===== config.mk =====
export PLATFORM = sky130hd
export DESIGN_NAME = if_prefetch_unit
export DESIGN_NICKNAME = d
export VERILOG_FILES = /design/src/rtl/if_prefetch_unit.sv
export SDC_FILE = /design/constraint.sdc
export NUM_CORES = 1
export LEC_CHECK = 0
export ABC_AREA = 1
export ABC_CLOCK_PERIOD_IN_PS = 9300
export BUFFER_PORTS_ARGS = -buffer_cell sky130_fd_sc_hd__buf_4
export CAP_MARGIN = 20
export CORE_MARGIN = 2
export CORE_UTILIZATION = 55
export DETAILED_ROUTE_END_ITERATION = 8
export GPL_ROUTABILITY_DRIVEN = 0
export PLACE_DENSITY = 0.75
export SYNTH_ARGS = -nofsm -noshare
export SYNTH_HDL_FRONTEND = slang
export SYNTH_SLANG_ARGS = --single-unit
export TNS_END_PERCENT = 50

===== constraint.sdc =====
create_clock -name clk_i -period 9.3 [get_ports clk_i]
set_input_delay 0.93 -clock clk_i [delete_from_list [all_inputs] [get_ports clk_i]]
set_output_delay 0.93 -clock clk_i [all_outputs]
set_load 0.01 [all_outputs]

===== src/rtl/if_prefetch_unit.sv =====
// Instruction-fetch front end: issues sequential fetches under a credit limit, buffers
// returned words with their PCs in a small FIFO, and flushes on branch/jump redirects.
module if_prefetch_unit #(
    parameter int unsigned     XLEN   = 32,
    parameter int unsigned     DEPTH  = 4,
    parameter logic [XLEN-1:0] RST_PC = '0
) (
    input  logic            clk_i,
    input  logic            rst_i,
    output logic            imem_req_valid_o,
    input  logic            imem_req_ready_i,
    output logic [XLEN-1:0] imem_req_addr_o,
    input  logic            imem_resp_valid_i,
    input  logic [XLEN-1:0] imem_resp_data_i,
    input  logic            redirect_valid_i,
    input  logic [XLEN-1:0] redirect_pc_i,
    output logic            inst_valid_o,
    input  logic            inst_ready_i,
    output logic [XLEN-1:0] inst_data_o,
    output logic [XLEN-1:0] inst_pc_o
);

    localparam int unsigned CntW = $clog2(DEPTH + 1);
    localparam int unsigned PtrW = $clog2(DEPTH);
    localparam logic [CntW:0] DepthW = DEPTH[CntW:0];

    logic [XLEN-1:0] fetch_pc_q, fetch_pc_d;
    logic [XLEN-1:0] resp_pc_q, resp_pc_d;
    logic [CntW-1:0] count_q, count_d;
    logic [CntW-1:0] inflight_q, inflight_d;
    logic [CntW-1:0] drop_q, drop_d;
    logic [PtrW-1:0] wr_ptr_q, wr_ptr_d;
    logic [PtrW-1:0] rd_ptr_q, rd_ptr_d;
    logic [XLEN-1:0] fifo_data_q [DEPTH];
    logic [XLEN-1:0] fifo_pc_q   [DEPTH];

    logic [CntW:0]   credit_used;
    logic            req_valid;
    logic            req_fire;
    logic            inst_valid;
    logic            pop;
    logic            push;
    logic [XLEN-1:0] redirect_base;

    // Buffered plus outstanding never exceeds DEPTH, so a response always has a free slot.
    assign credit_used   = {1'b0, count_q} + {1'b0, inflight_q};
    assign req_valid     = !rst_i && !redirect_valid_i && (credit_used < DepthW);
    assign req_fire      = req_valid && imem_req_ready_i;
    assign inst_valid    = (count_q != '0);
    assign pop           = inst_valid && inst_ready_i;
    assign push          = imem_resp_valid_i && (drop_q == '0) && !redirect_valid_i;
    assign redirect_base = {redirect_pc_i[XLEN-1:2], 2'b00};

    assign imem_req_valid_o = req_valid;
    assign imem_req_addr_o  = fetch_pc_q;
    assign inst_valid_o     = inst_valid;
    assign inst_data_o      = inst_valid ? fifo_data_q[rd_ptr_q] : '0;
    assign inst_pc_o        = inst_valid ? fifo_pc_q[rd_ptr_q] : '0;

    always_comb begin
        fetch_pc_d = fetch_pc_q;
        resp_pc_d  = resp_pc_q;
        count_d    = count_q;
        drop_d     = drop_q;
        wr_ptr_d   = wr_ptr_q;
        rd_ptr_d   = rd_ptr_q;
        inflight_d = inflight_q + CntW'(req_fire) - CntW'(imem_resp_valid_i);

        if (redirect_valid_i) begin
            // Everything still outstanding after this cycle belongs to the old stream.
            fetch_pc_d = redirect_base;
            resp_pc_d  = redirect_base;
            count_d    = '0;
            wr_ptr_d   = '0;
            rd_ptr_d   = '0;
            drop_d     = inflight_d;
        end else begin
            if (req_fire) begin
                fetch_pc_d = fetch_pc_q + XLEN'(4);
            end
            if (imem_resp_valid_i && (drop_q != '0)) begin
                drop_d = drop_q - CntW'(1);
            end
            if (push) begin
                resp_pc_d = resp_pc_q + XLEN'(4);
                wr_ptr_d  = wr_ptr_q + PtrW'(1);
            end
            if (pop) begin
                rd_ptr_d = rd_ptr_q + PtrW'(1);
            end
            count_d = count_q + CntW'(push) - CntW'(pop);
        end
    end

    always_ff @(posedge clk_i) begin
        if (rst_i) begin
            fetch_pc_q <= RST_PC;
            resp_pc_q  <= RST_PC;
            count_q    <= '0;
            inflight_q <= '0;
            drop_q     <= '0;
            wr_ptr_q   <= '0;
            rd_ptr_q   <= '0;
        end else begin
            fetch_pc_q <= fetch_pc_d;
            resp_pc_q  <= resp_pc_d;
            count_q    <= count_d;
            inflight_q <= inflight_d;
            drop_q     <= drop_d;
            wr_ptr_q   <= wr_ptr_d;
            rd_ptr_q   <= rd_ptr_d;
        end
    end

    // Storage needs no reset: the output mux hides entries whenever count is zero.
    always_ff @(posedge clk_i) begin
        if (push && !rst_i) begin
            fifo_data_q[wr_ptr_q] <= imem_resp_data_i;
            fifo_pc_q[wr_ptr_q]   <= resp_pc_q;
        end
    end

endmodule

### Word-level counts from Yosys, hierarchy flattened

Memories as Yosys holds them, arrays and structs flattened. A register that Yosys moved wholly into a read port is not among the register bits.
Index checks and enable logic that the tools add are counted.

| operators by class | value |
|---|---|
| add/sub/neg operators | 10 |
| order comparisons | 1 |
| multiplexer cells | 14 |
| reductions and logical operators | 17 |

Operator list:

| cell | number |
|---|---|
| $mux 32 | 6 |
| $add 32x3->32 const B | 2 |
| $logic_and 1x1->1 | 8 |
| $mux 2 | 4 |
| $add 3x1->3 | 2 |
| $mux 3 | 2 |
| $reduce_bool 2->1 | 3 |
| $reduce_bool 3->1 | 2 |
| $sub 3x1->3 | 2 |
| $add 2x1->2 const B | 2 |
| $add 3x3->4 | 1 |
| $lt 4x3->1 const B | 1 |
| $logic_not 3->1 | 1 |
| $sub 3x1->3 const B | 1 |
| $logic_not 1->1 | 2 |
| $mux 1 | 2 |
| $reduce_or 2->1 | 1 |

| storage, ports and cells | value |
|---|---|
| register bits | 77 |
| RAM bits | 256 |
| input port bits | 70 |
| output and inout bits | 98 |
| word-level logic and storage cells | 53 |
| memories | 2 |

Memories:

| name | words | bits a word | rd ports | clocked after Yosys merged registers in | write ports | line | RTL |
|---|---|---|---|---|---|---|---|
| fifo_data_q | 4 | 32 | 1 | 1 | 1 | 34 | `logic [XLEN-1:0] fifo_data_q [DEPTH];` |
| fifo_pc_q | 4 | 32 | 1 | 1 | 1 | 35 | `logic [XLEN-1:0] fifo_pc_q [DEPTH];` |

### Logic depth before layout (Yosys ltp)

| logic depth | value |
|---|---|
| word-level depth | 7 |
| gate-level depth with buffers | 15 |
| depth with buffers taken out | 14 |

### Least setup slack after synthesis

OpenSTA, ideal clock, no wires.

| path | value |
|---|---|
| path kind | input to register |
| start point | input port redirect_valid_i |
| end point | memory fifo_data_q[0][0], enable pin |
| setup time | 482 ps |
| data arrival time | 4153 ps |
| required time | 8818 ps |
| slack | 4665 ps |
| cell stages on the path | 6 |
| buffers on the path | 1 |
| cells stage by stage | buf_6 > nor2_8 > inv_1 > nor2_2 > inv_1 > nor2_1 |

| on the way | value |
|---|---|
| cells in the longest elaborated chain, start to end | 5 |

Ends and longest elaborated chain:

| what | line | RTL |
|---|---|---|
| start, declared | 15 | `input logic redirect_valid_i,` |
| $logic_not 1->1 | 51 | `assign push = imem_resp_valid_i && (drop_q == '0) && !redirect_valid_i;` |
| $logic_and 1x1->1 | 51 |  |
| $logic_and 1x1->1 | 117 | `if (push && !rst_i) begin` |
| $mux 1 | 117 |  |
| $mux 1 (implied by the code) | 118 | `fifo_data_q[wr_ptr_q] <= imem_resp_data_i;` |
| end, declared | 34 |  |

No other way between the ends.

==> impl_metrics.ini <==
[power_and_ir_drop]
p_per_area_nw_per_um2 = 187
p_leak_nw = 6.43
switching_share_pct = 23.7
switching_power_mw = 0.751
power_frac_comb_pct = 9.5
clkPwrFrac_pct = 38.7
pwr-share-seq_pct = 51.8
vdd_drop_max_mv = 0.145
internal-power_mw = 2.42

[detailed_routing]
drt_iter0_drc = 1023
drtPass1Iterations = 5
routed_wl_um = 34100
wl_per_cell_um = 16.6
vias = 11400
drc = 0
ant_nets = 0
vias_per_cell = 5.53

[yosys]
synth_xor_area_share_pct = 0.902
synth-simple-area-share_pct = 20.3
synth_compound_area_share_pct = 10.5
ys_types = 40
async_flop_share_pct = 0
yosys-top-cells-area = edfxtp_1, dfxtp_1, nor2_1
muxShareOfSynthArea_pct = 0
ys_seq_area_share_pct = 61.4
yosys_warnings = 0
synth-adder-area-share_pct = 1.48
synthFlopType = edfxtp_1
synth_edf_count = 248
synth_top_area_cell = edfxtp_1
synth_seq_cells = 323
syn_area_per_cell_um2 = 9.31
syn_inst = 1565
netlist_area_um2 = 14600
yosys.area.top_type_share_pct = 51.1
synth_top_family_by_area = simple AND/OR/NAND/NOR gates

[setup_path]
cp_max_fo = 66
crit_family = buffers and inverters
critPathLaunchType = register
crit_path_end_kind = output port
path_buf_inv = 3
crit_top_cell = buf_4
worstPathCellList = inv_2 > buf_4 > o21ai_0 > a21oi_1 > buf_4
path_class = reg2out
worst_ep_required_time_ns = 8.37
max_stage_delay_ns = 0.67
cp.arrival_ns = 3.18
slowest_stage = inv_2

[timing]
drv_slew = 0
tightest_slew_ns = 1.03
fin_ws_ns = 5.19
finalCriticalPeriod_ns = 4.11
setup_tns_ns = 0
hold_viol_final = 0
max_freq_ghz = 0.243
rsz0062_at_grt = no
finalCritPeriodShare_pct = 44.2
final-setup-viol-count = 0
finClkSkew_ns = 0.00771
max-slew-margin-rel_pct = 31.4

[cts]
cts_hold_buf = 0
cts_root_buffer = clkbuf_16
cts.sinks = 323
clkLatencyLatePin_ns = 0.55
clk_path_buf_depth = 3
cts_setup_buffers = 0
htreeDepth = 1
cts_tree = yes
cts_resized = 0
cts_buffers = 31
clk_pin_slew_ns = 0.06

[floorplan]
die_area_um2 = 27800
start_util_pct = 55.9
core-area_um2 = 26100
fp.dieW_um = 167
ios = 168
rows = 59
die_h_um = 167

[grt]
grt_max_degree = 77
antenna_found_initial = 0
grt_pass1_wl_um = 54300
grt_pass1_vias = 10700
gr-total-overflow = 0
grt_usage_pct = 24.2

[place]
pre_cts_ws_ns = 5.17
port_buffers = 161
dp.cells = 2001
place_hpwl_um = 20800

[worst_hold_path]
hold_class = reg2reg

[run_status]
status = finished clean

[cells_and_area]
layout.cells.non_filler = 2056
fin_util_pct = 65.1
nets = 1785
antenna_cells = 0
drive_above_1_share_pct = 14.4
syn_to_final_growth_pct = 16.5

[job]
maxCapViolations = 0
-- cell usage in the layout, fill, tap and decap left out, drive strengths merged, types with 14 or more instances in the layout --
cell    instances
ha             14
dfxtp          75
nor2          352
edfxtp        248
inv           118
clkbuf         39
o21ai         165
nand3          75
nand2         272
buf           170
a21oi         115
-- power by group through the flow --
stage                     registers (mW)  clock network (mW)  logic (mW)
final                               1.65                1.23       0.302
after global routing                1.65                1.31       0.337
after CTS                           1.64                1.24       0.302
after detailed placement            1.67                   0       0.301
after global placement              1.67                   0       0.293
after floorplan                     1.66                   0       0.177
-- state kept, by name, summed over array words and instances (netlist names), named ones only --
| register | count |
|---|---|
| drop_q | 3 |
| wr_ptr_q | 2 |
| inflight_q | 3 |
| fifo_pc_q | 120 |
| imem_req_addr_o | 30 |
| resp_pc_q | 30 |
| rd_ptr_q | 2 |
| fifo_data_q | 128 |
| count_q | 3 |
-- synth_stat cells (3+ instances only) --
master	count
edfxtp_1	248
nor2_1	339
buf_6	4
nor3_1	5
buf_2	16
inv_2	4
a31oi_1	9
nor2_2	9
clkbuf_1	43
o21ai_1	6
inv_1	112
o21ai_0	159
nor2_4	3
buf_1	4
xor2_1	7
nand4_1	12
nand2_1	269
ha_1	14
xnor2_1	8
a21oi_1	115
nand3_1	74
o21bai_1	4
buf_4	5
dfxtp_1	75
-- tightest hold or removal path: cells and delay by family, from the launching register on --
kind | cells | cell delay (ns)
compound gates | 1 | 0.07
buf+inv | 1 | 0.06
flops | 1 | 0.30
-- path summary, 6_finish.rpt --
| kind | startpoint | to | cells past startpoint | slack, ns |
|---|---|---|---|---|
| max reg2reg | count_q[1] | drop_q[2] | 14 | 5.92 |
| min reg2reg | rd_ptr_q[1] | register | 2 | 0.47 |
| min | rd_ptr_q[1] | register | 2 | 0.47 |
| max | register | inst_pc_o[19] | 5 | 5.19 |
-- logic make-up (layout without fill, tap and decap cells) --
logic type / after synthesis / count (layout)
other cells: 1 / 4
xor+xnor: 15 / 15
fa+ha+maj: 16 / 16
compound gates: 299 / 299
buf+inv: 188 / 341
flops: 323 / 323
simple gates: 723 / 723
-- cell type report --
class                           count  area [um^2]
Fill cell                        2088         9090
Timing Repair Buffer              170         1280
Multi-Input combinational cell   1057         4890
Clock inverter                     16          169
Tap cell                          335          419
Sequential cell                   323         8950
Clock buffer                       39          826
Inverter                          116          435
-- per-layer routing --
| layer | GRT usage, % | part of all wire, % | vias to the layer above |
|---|---|---|---|
| met5 | 0 | 0 | - |
| met4 | 6.93 | 2.5 | 0 |
| met3 | 3.54 | 8.0 | 69 |
| met2 | 40.9 | 48 | 472 |
| met1 | 32.7 | 42 | 5334 |
| li1 | - | - | 5502 |
-- metrics by stage --
stage	hold WS [ns]	power, mW	area [um^2]
finish	0.471	3.17	17000
global route	0.504	3.30	17000
CTS	0.467	3.19	17000
detailed placement	0.457	1.98	16000
global placement	0.444	1.97	16000
floorplan	0.436	1.84	14600
No activity file was read; power rests on OpenSTA's default activity.
